File: src/rtl/femto_bus_pkg.sv
// Shared definitions for the iomem-to-Wishbone bridge: FSM encoding, default
// timeout read data and a width helper for the wait counter.
package femto_bus_pkg;

  typedef enum logic [1:0] {
    StIdle = 2'd0,
    StBus  = 2'd1,
    StResp = 2'd2
  } bridge_state_e;

  localparam logic [31:0] ERR_DATA_DEFAULT = 32'h00BADADD;

  // Bits needed to hold value-1; never less than 1.
  function automatic int unsigned clog2_w(input int unsigned value);
    int unsigned w;
    w = 1;
    while ((64'd1 << w) < 64'(value)) w = w + 1;
    return w;
  endfunction

endpackage

File: src/rtl/wb_timeout_ctr.sv
// Wishbone wait counter: clears outside a bus cycle, counts unacked cycles and
// saturates at the terminal count TIMEOUT-1.
module wb_timeout_ctr
  import femto_bus_pkg::*;
#(
  parameter int unsigned TIMEOUT = 255
) (
  input  logic clk,
  input  logic resetn,
  input  logic clr,
  input  logic en,
  output logic tc
);

  localparam int unsigned CNT_W = clog2_w(TIMEOUT);

  logic [CNT_W-1:0] count_q;
  logic [CNT_W-1:0] count_d;

  assign tc = (count_q == CNT_W'(TIMEOUT - 1));

  always_comb begin
    count_d = count_q;
    if (clr) begin
      count_d = '0;
    end else if (en && !tc) begin
      count_d = count_q + CNT_W'(1);
    end
  end

  always_ff @(posedge clk) begin
    if (!resetn) begin
      count_q <= '0;
    end else begin
      count_q <= count_d;
    end
  end

endmodule

File: src/rtl/iomem_wb_bridge.sv
// Bridges picorv32 iomem requests in one address window onto a single-beat
// Wishbone master, aborting with ERR_DATA if the slave never acknowledges.
module iomem_wb_bridge
  import femto_bus_pkg::*;
#(
  parameter logic [7:0]  BASE_HI  = 8'h04,
  parameter int unsigned WB_ADR_W = 8,
  parameter int unsigned WB_DAT_W = 8,
  parameter int unsigned TIMEOUT  = 255,
  parameter logic [31:0] ERR_DATA = ERR_DATA_DEFAULT
) (
  input  logic                  clk,
  input  logic                  resetn,
  input  logic                  iomem_valid,
  output logic                  iomem_ready,
  input  logic [3:0]            iomem_wstrb,
  input  logic [31:0]           iomem_addr,
  input  logic [31:0]           iomem_wdata,
  output logic [31:0]           iomem_rdata,
  output logic                  wb_cyc_o,
  output logic                  wb_stb_o,
  output logic                  wb_we_o,
  output logic [WB_ADR_W-1:0]   wb_adr_o,
  output logic [WB_DAT_W-1:0]   wb_dat_o,
  output logic [WB_DAT_W/8-1:0] wb_sel_o,
  input  logic [WB_DAT_W-1:0]   wb_dat_i,
  input  logic                  wb_ack_i,
  output logic                  timeout_o
);

  localparam int unsigned SEL_W = WB_DAT_W / 8;

  if (!(WB_DAT_W == 8 || WB_DAT_W == 32) || TIMEOUT < 2 || TIMEOUT > 65535)
  begin : g_param_check
    $error("iomem_wb_bridge: WB_DAT_W must be 8 or 32 and TIMEOUT within 2..65535");
  end

  bridge_state_e state_q, state_d;

  logic                req_hit;
  logic                cnt_tc;
  logic                ack_hit;
  logic                to_hit;
  logic                we_load;
  logic [SEL_W-1:0]    sel_load;
  logic [WB_DAT_W-1:0] dat_load;

  logic                we_q;
  logic [WB_ADR_W-1:0] adr_q;
  logic [WB_DAT_W-1:0] dat_q;
  logic [SEL_W-1:0]    sel_q;
  logic [31:0]         rdata_q;
  logic                timeout_q;

  logic unused_inputs;
  assign unused_inputs = ^{iomem_addr, iomem_wdata, iomem_wstrb};

  if (WB_DAT_W == 32) begin : g_w32
    assign we_load  = |iomem_wstrb;
    assign sel_load = SEL_W'((|iomem_wstrb) ? iomem_wstrb : 4'hF);
  end else begin : g_w8
    assign we_load  = iomem_wstrb[0];
    assign sel_load = SEL_W'(1'b1);
  end
  assign dat_load = iomem_wdata[WB_DAT_W-1:0];

  assign req_hit = iomem_valid && (iomem_addr[31:24] == BASE_HI) && !iomem_ready;
  assign ack_hit = (state_q == StBus) && wb_ack_i;
  // Ack wins over a simultaneous terminal count.
  assign to_hit  = (state_q == StBus) && !wb_ack_i && cnt_tc;

  wb_timeout_ctr #(
    .TIMEOUT (TIMEOUT)
  ) u_timeout_ctr (
    .clk    (clk),
    .resetn (resetn),
    .clr    (state_q != StBus),
    .en     ((state_q == StBus) && !wb_ack_i),
    .tc     (cnt_tc)
  );

  always_ff @(posedge clk) begin
    if (!resetn) begin
      state_q <= StIdle;
    end else begin
      state_q <= state_d;
    end
  end

  always_comb begin
    state_d = state_q;
    unique case (state_q)
      StIdle:  if (req_hit) state_d = StBus;
      StBus:   if (ack_hit || to_hit) state_d = StResp;
      StResp:  state_d = StIdle;
      default: state_d = StIdle;
    endcase
  end

  always_comb begin
    wb_cyc_o    = (state_q == StBus);
    wb_stb_o    = (state_q == StBus);
    iomem_ready = (state_q == StResp);
  end

  always_ff @(posedge clk) begin
    if (!resetn) begin
      we_q      <= 1'b0;
      adr_q     <= '0;
      dat_q     <= '0;
      sel_q     <= '0;
      rdata_q   <= '0;
      timeout_q <= 1'b0;
    end else begin
      if ((state_q == StIdle) && req_hit) begin
        we_q  <= we_load;
        adr_q <= iomem_addr[WB_ADR_W+1:2];
        dat_q <= dat_load;
        sel_q <= sel_load;
      end
      if (ack_hit) begin
        rdata_q <= 32'(wb_dat_i);
      end else if (to_hit) begin
        rdata_q <= ERR_DATA;
      end
      timeout_q <= to_hit;
    end
  end

  assign wb_we_o     = we_q;
  assign wb_adr_o    = adr_q;
  assign wb_dat_o    = dat_q;
  assign wb_sel_o    = sel_q;
  assign iomem_rdata = rdata_q;
  assign timeout_o   = timeout_q;

endmodule

File: config.mk
export PLATFORM = sky130hd
export DESIGN_NAME = iomem_wb_bridge
export DESIGN_NICKNAME = d
export VERILOG_FILES = /design/src/rtl/femto_bus_pkg.sv /design/src/rtl/wb_timeout_ctr.sv /design/src/rtl/iomem_wb_bridge.sv
export SDC_FILE = /design/constraint.sdc
export NUM_CORES = 1
export LEC_CHECK = 0
export ABC_AREA = 1
export CAP_MARGIN = 20
export CORE_MARGIN = 5
export CORE_UTILIZATION = 32
export DETAILED_ROUTE_END_ITERATION = 12
export GPL_ROUTABILITY_DRIVEN = 0
export PLACE_DENSITY = 0.81
export SYNTH_ARGS = -nofsm -noshare
export SYNTH_HDL_FRONTEND = slang
export SYNTH_SLANG_ARGS = --single-unit
File: constraint.sdc
create_clock -name clk -period 1.1 [get_ports clk]
set_input_delay 0.165 -clock clk [delete_from_list [all_inputs] [get_ports clk]]
set_output_delay 0.165 -clock clk [all_outputs]
set_load 0.005 [all_outputs]
### Word level (Yosys, flattened, before mapping)

Index checks and enable logic that the tools add are counted.

| storage, ports and cells | value |
|---|---|
| register bits | 38 |
| input port bits | 80 |
| output and inout port bits | 54 |
| logic and storage cells | 39 |

| operators by class | value |
|---|---|
| add/sub/neg operators | 1 |
| eq/ne operators | 7 |
| muxes and demuxes | 5 |
| bitwise operators | 1 |
| reduce and logical (&&, ||, !) cells | 16 |

Operators with widths:

| operator | count |
|---|---|
| 2-to-1 mux 8 bit | 2 |
| adder 8 x 1 -> 8 bit (second input constant) | 1 |
| equality test 8 x 3 -> 1 bit (second input constant) | 1 |
| equality test 8 bit (second input constant) | 1 |
| logical AND 1 bit | 7 |
| 2-to-1 mux 2 bit | 2 |
| inequality test 2 x 1 -> 1 bit (second input constant) | 2 |
| one-hot mux 2 bit (2 select lines) | 1 |
| OR reduction 2 bit | 2 |
| zero test 1 bit | 3 |
| equality test 2 x 1 -> 1 bit (second input constant) | 1 |
| equality test 2 bit (second input constant) | 1 |
| zero test 2 bit | 1 |
| inequality test 2 bit (second input constant) | 1 |
| AND reduction 2 bit | 1 |
| nonzero test 2 bit | 1 |
| logical OR 1 bit | 1 |
| NOT 1 bit | 1 |

### Logic depth before layout (Yosys ltp)

| depth | value |
|---|---|
| depth in word-level cells | 6 |
| depth in mapped cells | 10 |
| depth with buffers taken out | 10 |

### Cells and area by module

Synthesis repeated with hierarchy kept, for this count alone.

| unflattened totals | value |
|---|---|
| cells, all modules | 281 |
| area total of the unflattened synthesis | 2,008.2 um^2 |

By module, submodules not included:

| module | times used | cells an instance | area each (um^2) | sequential area each (um^2) |
|---|---|---|---|---|
| iomem_wb_bridge | 1 | 211 | 1,526.5 | 600.6 |
| wb_timeout_ctr | 1 | 70 | 481.7 | 160.2 |

### Least setup slack after synthesis

Ideal clock, no wire load.

| timing path | value |
|---|---|
| kind | flip-flop to flip-flop |
| from | register u_timeout_ctr.count_q[0] |
| to | register rdata_q[1], in the netlist iomem_rdata[1] |
| setup time | 0.132 ns |
| arrival time | 1.115 ns |
| data required time | 0.968 ns |
| slack | -0.147 ns |
| stages on the path, launching flop included | 10 |
| path buffers | 0 |
| clock period less this slack | 1.247 ns |
| path through | dfxtp_1 > inv_1 > ha_1 > nand2_1 > nor2_1 > nand2_4 > nand2_8 > nand2_1 > nand2_1 > a21oi_1 |

| on the way | value |
|---|---|
| word-level cells in the longest chain between the ends | 3 |

Ends and longest elaborated chain:

| what | RTL line | source |
|---|---|---|
| start: declaration | wb_timeout_ctr.sv:17 | `logic [CNT_W-1:0] count_q;` |
| start signal: assignment | wb_timeout_ctr.sv:35 | `count_q <= count_d;` |
| equality test 8 bit | wb_timeout_ctr.sv:20 | `assign tc = (count_q == CNT_W'(TIMEOUT - 1));` |
| logical AND 1 bit | iomem_wb_bridge.sv:70 | `assign to_hit = (state_q == StBus) && !wb_ack_i && cnt_tc;` |
| nonzero test 2 bit (no source line) | - |  |
| end signal: assignment | iomem_wb_bridge.sv:122 | `rdata_q <= 32'(wb_dat_i);` |
| end: declaration | iomem_wb_bridge.sv:52 | `logic [31:0] rdata_q;` |

No other way between the ends.
A chain may end at the register's enable or synchronous reset.

### Worst setup path in the final report

| timing path | value |
|---|---|
| from | register state_q[0] |
| to | register we_q, in the netlist wb_we_o |

| on the way | value |
|---|---|
| word-level cells in the longest chain between the ends | 4 |
| elaborated cells between the ends (all ways) | 5 |
| those cells by class | eq/ne: 1; reduce/logical: 4 |

Ends and longest elaborated chain:

| what | RTL line | source |
|---|---|---|
| start: declaration | iomem_wb_bridge.sv:38 | `bridge_state_e state_q, state_d;` |
| start signal: assignment | iomem_wb_bridge.sv:84 | `state_q <= StIdle;` |
| start signal: assignment | iomem_wb_bridge.sv:86 | `state_q <= state_d;` |
| equality test 2 bit | iomem_wb_bridge.sv:103 | `iomem_ready = (state_q == StResp);` |
| zero test 1 bit | iomem_wb_bridge.sv:67 | `assign req_hit = iomem_valid && (iomem_addr[31:24] == BASE_HI) && !iomem_ready;` |
| logical AND 1 bit | iomem_wb_bridge.sv:67 |  |
| logical AND 1 bit (*) | iomem_wb_bridge.sv:115 | `if ((state_q == StIdle) && req_hit) begin` |
| end signal: assignment | iomem_wb_bridge.sv:116 | `we_q <= we_load;` |
| end: declaration | iomem_wb_bridge.sv:48 | `logic we_q;` |

Every way passes the cells marked *; elsewhere a longest branch is shown, timed or not.

==> flow_metrics.tcl <==
set metrics [dict create \
    status "finished with violations" \
    failed_checks "negative setup slack" \
    cts_sinks 38 \
    internal_power_mw 2.01 \
    synthesis.instances 274 \
    crit_arrival_ns 1.54 \
    worstSetupPathType "flop to flop" \
    cp-start-kind "flop" \
    timing.final.ws_setup_ns -0.232 \
    period_needed_ns 1.33 \
    maxCapViolCount 0 \
    hold-worst-slack_ns 0.457 \
    wl_per_cell_microns 11.6 \
    fin_util 0.542 \
    crit_required_ns 1.31 \
    switching_power_mw 0.570 \
    yosysSeqAreaShare 0.399 \
    clk_transition_reported_paths_ns 0.08 \
    clock_latency_ns 0.29 \
    vias 1873 \
    synth.distinct_cells 28 \
    io_buffers 76 \
    sw_frac_of_total 0.221 \
    hold_class "flop to flop" \
    pwr_density_cell_mw_per_mm2 813 \
    seqPwrFrac 0.532 \
    synth_top_area_share 0.399 \
    ys_top_cells_by_area "dfxtp_1 (40%), nand2_1 (13%), nor2_1 (12%)" \
    synth-seq-cells 38 \
    multi_input_area_sq_um 985 \
    r2r_slack_ns -0.23 \
    fin_skew_ns 0.0120 \
    synth_top_cell_by_area "dfxtp_1" \
    pwr-share-comb 0.079 \
    antenna_found_initial 0 \
    finalCritPeriodShare 1.21 \
    clkPwrFrac 0.389 \
    dieArea_sq_mm 0.00761 \
    cts_max_level 2 \
    clock_path_buffers 2 \
    area_delta_synth_final_pct 66.3 \
    leakage_nw 1.59 \
    track_usage 0.127 \
    grt_max_degree 37 \
    vdd_ir_drop_max_v 0.000536 \
    drt_first_pass_iters 4 \
    drive_gt1_frac 0.301 \
    grt_pass1_wl_mm 7.82 \
    hold_violations 0 \
    cts_tree "done" \
    fmax_mhz 751 \
    start_util 0.326 \
    tns_ns -5.73 \
    viasPerCell 4.15 \
    cts_inserted_buffers 5 \
    dpl.hpwl_mm 3.51 \
    drc_errors 0 \
    synth_area_sq_mm 0.00191 \
    fillers 561 \
    diodes 0 \
    syn_area_per_cell_sq_um 6.96 \
    setup_viol 40 \
    fp-row-count 28 \
    nets 457 \
    ant_nets 0 \
    grt_pass1_vias 1752 \
    slew_viol_final 0 \
    rsz0062_at_grt "true" \
    io_pins 134 \
    gr-total-overflow 0 \
    total_power_mw 2.58 \
    ys.warnings.count 0 \
    cts-root-buf "clkbuf_8" \
    regArea_sq_um 776 \
    crit_path_end_kind "flop" \
    worst-path-max-fanout 9 \
    drtIter0Drc 65 \
    core-area_sq_mm 0.00585 \
    drt-total-wl_mm 5.23 \
    die_x_microns 87.2 \
    dieHeight_microns 87.2 \
]
-- area by class of cell --
cell class / instances / share of cell area
clock buffers: 6 / 0.0260
multi-input cells: 182 / 0.310
repair buffers: 109 / 0.335
repair inverters: 1 / 0.00276
flip-flops and latches: 38 / 0.244
clock inverters: 2 / 0.00355
inverters: 38 / 0.0481
well taps: 75 / 0.0296
-- final timing paths --
check / from / end / cells after the start
setup reg to reg: state_q[0] / wb_we_o / 8
hold / removal: wb_sel_o / wb_sel_o / 2
setup / recovery: state_q[0] / wb_we_o / 8
hold reg to reg: wb_sel_o / wb_sel_o / 2
-- cells in the final DEF (no fill, tap or decap), types with 2 or more instances in the layout --
| cell type | count |
|---|---|
| a21oi_1 | 5 |
| a21oi_2 | 5 |
| buf_2 | 5 |
| buf_4 | 19 |
| buf_6 | 18 |
| clkbuf_16 | 3 |
| clkbuf_8 | 6 |
| clkdlybuf4s50_1 | 36 |
| conb_1 | 14 |
| dfxtp_1 | 30 |
| dfxtp_2 | 6 |
| dfxtp_4 | 2 |
| dlygate4sd2_1 | 26 |
| inv_1 | 33 |
| inv_2 | 3 |
| inv_4 | 2 |
| nand2_1 | 51 |
| nand2_2 | 13 |
| nand2_4 | 6 |
| nand3_1 | 5 |
| nand3_4 | 2 |
| nor2_1 | 52 |
| nor2_2 | 6 |
| nor2_4 | 6 |
| o21ai_1 | 6 |
| o21ai_2 | 2 |
| xnor2_1 | 2 |
-- metrics by stage --
stage               instance area [sq um]  std cells  worst slack [ns]
detailed placement                   2780        426            -0.343
global route                         3170        451            -0.292
floorplan                            2000        287           -0.0591
CTS                                  3010        447            -0.160
global placement                     2780        426            -0.284
finish                               3170        451            -0.232
-- per-layer routing --
layer | wire [microns] | GRT usage
met2 | 2680 | 0.230
met3 | 442 | 0.0369
met5 | 0 | 0
met4 | 41 | 0.0293
met1 | 2070 | 0.147
-- power by group through the flow --
| stage | clock, mW | sequential (mW) | combinational [mW] |
|---|---|---|---|
| finish | 1.00 | 1.37 | 0.203 |
| detailed placement | 0 | 1.41 | 0.192 |
| floorplan | 0 | 1.41 | 0.0805 |
| CTS | 1.04 | 1.37 | 0.196 |
| global placement | 0 | 1.41 | 0.190 |
| global route | 1.11 | 1.37 | 0.219 |
-- registers in the layout, indices dropped and copies added (netlist names) --
name                   cells
iomem_rdata                9
u_timeout_ctr.count_q      8
wb_adr_o                   8
wb_dat_o                   8
state_q                    2
timeout_o                  1
wb_sel_o                   1
wb_we_o                    1
-- repair_timing --
item	in CTS	in global routing
hold buffers	0	0
setup endpoints to repair	78	52
setup buffers	11	1
pin swaps	7	5
gates resized for setup	116	27
cloned	2	4
-- worst max-delay path, cell delays in order, from the launching register on --
cell,delay (ns)
dfxtp_2,0.34
buf_6,0.12
nor2_4,0.08
and2_4,0.14
nand3_4,0.14
clkbuf_16,0.21
nand2_1,0.05
nand2_1,0.04
nor2_1,0.12
-- cells in the mapped netlist --
cell	count
nand3_2	1
nor3b_2	1
o21ai_1	7
nor2_2	2
nor2_4	2
dfxtp_1	38
buf_6	2
a21oi_1	9
nor2_1	60
buf_4	24
a21oi_2	1
o21ai_0	1
inv_1	36
nand2_2	3
clkbuf_1	2
nand2_8	1
nand2_1	64
conb_1	1
nand3_1	6
xor2_1	1
inv_6	1
nand2_4	2
nor3_2	1
xnor2_1	2
and2_1	1
inv_2	1
ha_1	2
buf_2	2
-- logic make-up (layout without fill, tap and decap cells) --
kind of cell               Yosys count  after routing  share of synthesized area
buffers and inverters               68            156                      0.193
and+or+nand+nor                    144            145                      0.330
DFF                                 38             38                      0.399
adders and majority gates            2              2                     0.0131
other                                1             14                    0.00197
xor gates and xnor gates             3              3                     0.0138
AOI/OAI and AO/OA                   18             18                     0.0492
Power figures use the tool's default switching activity.
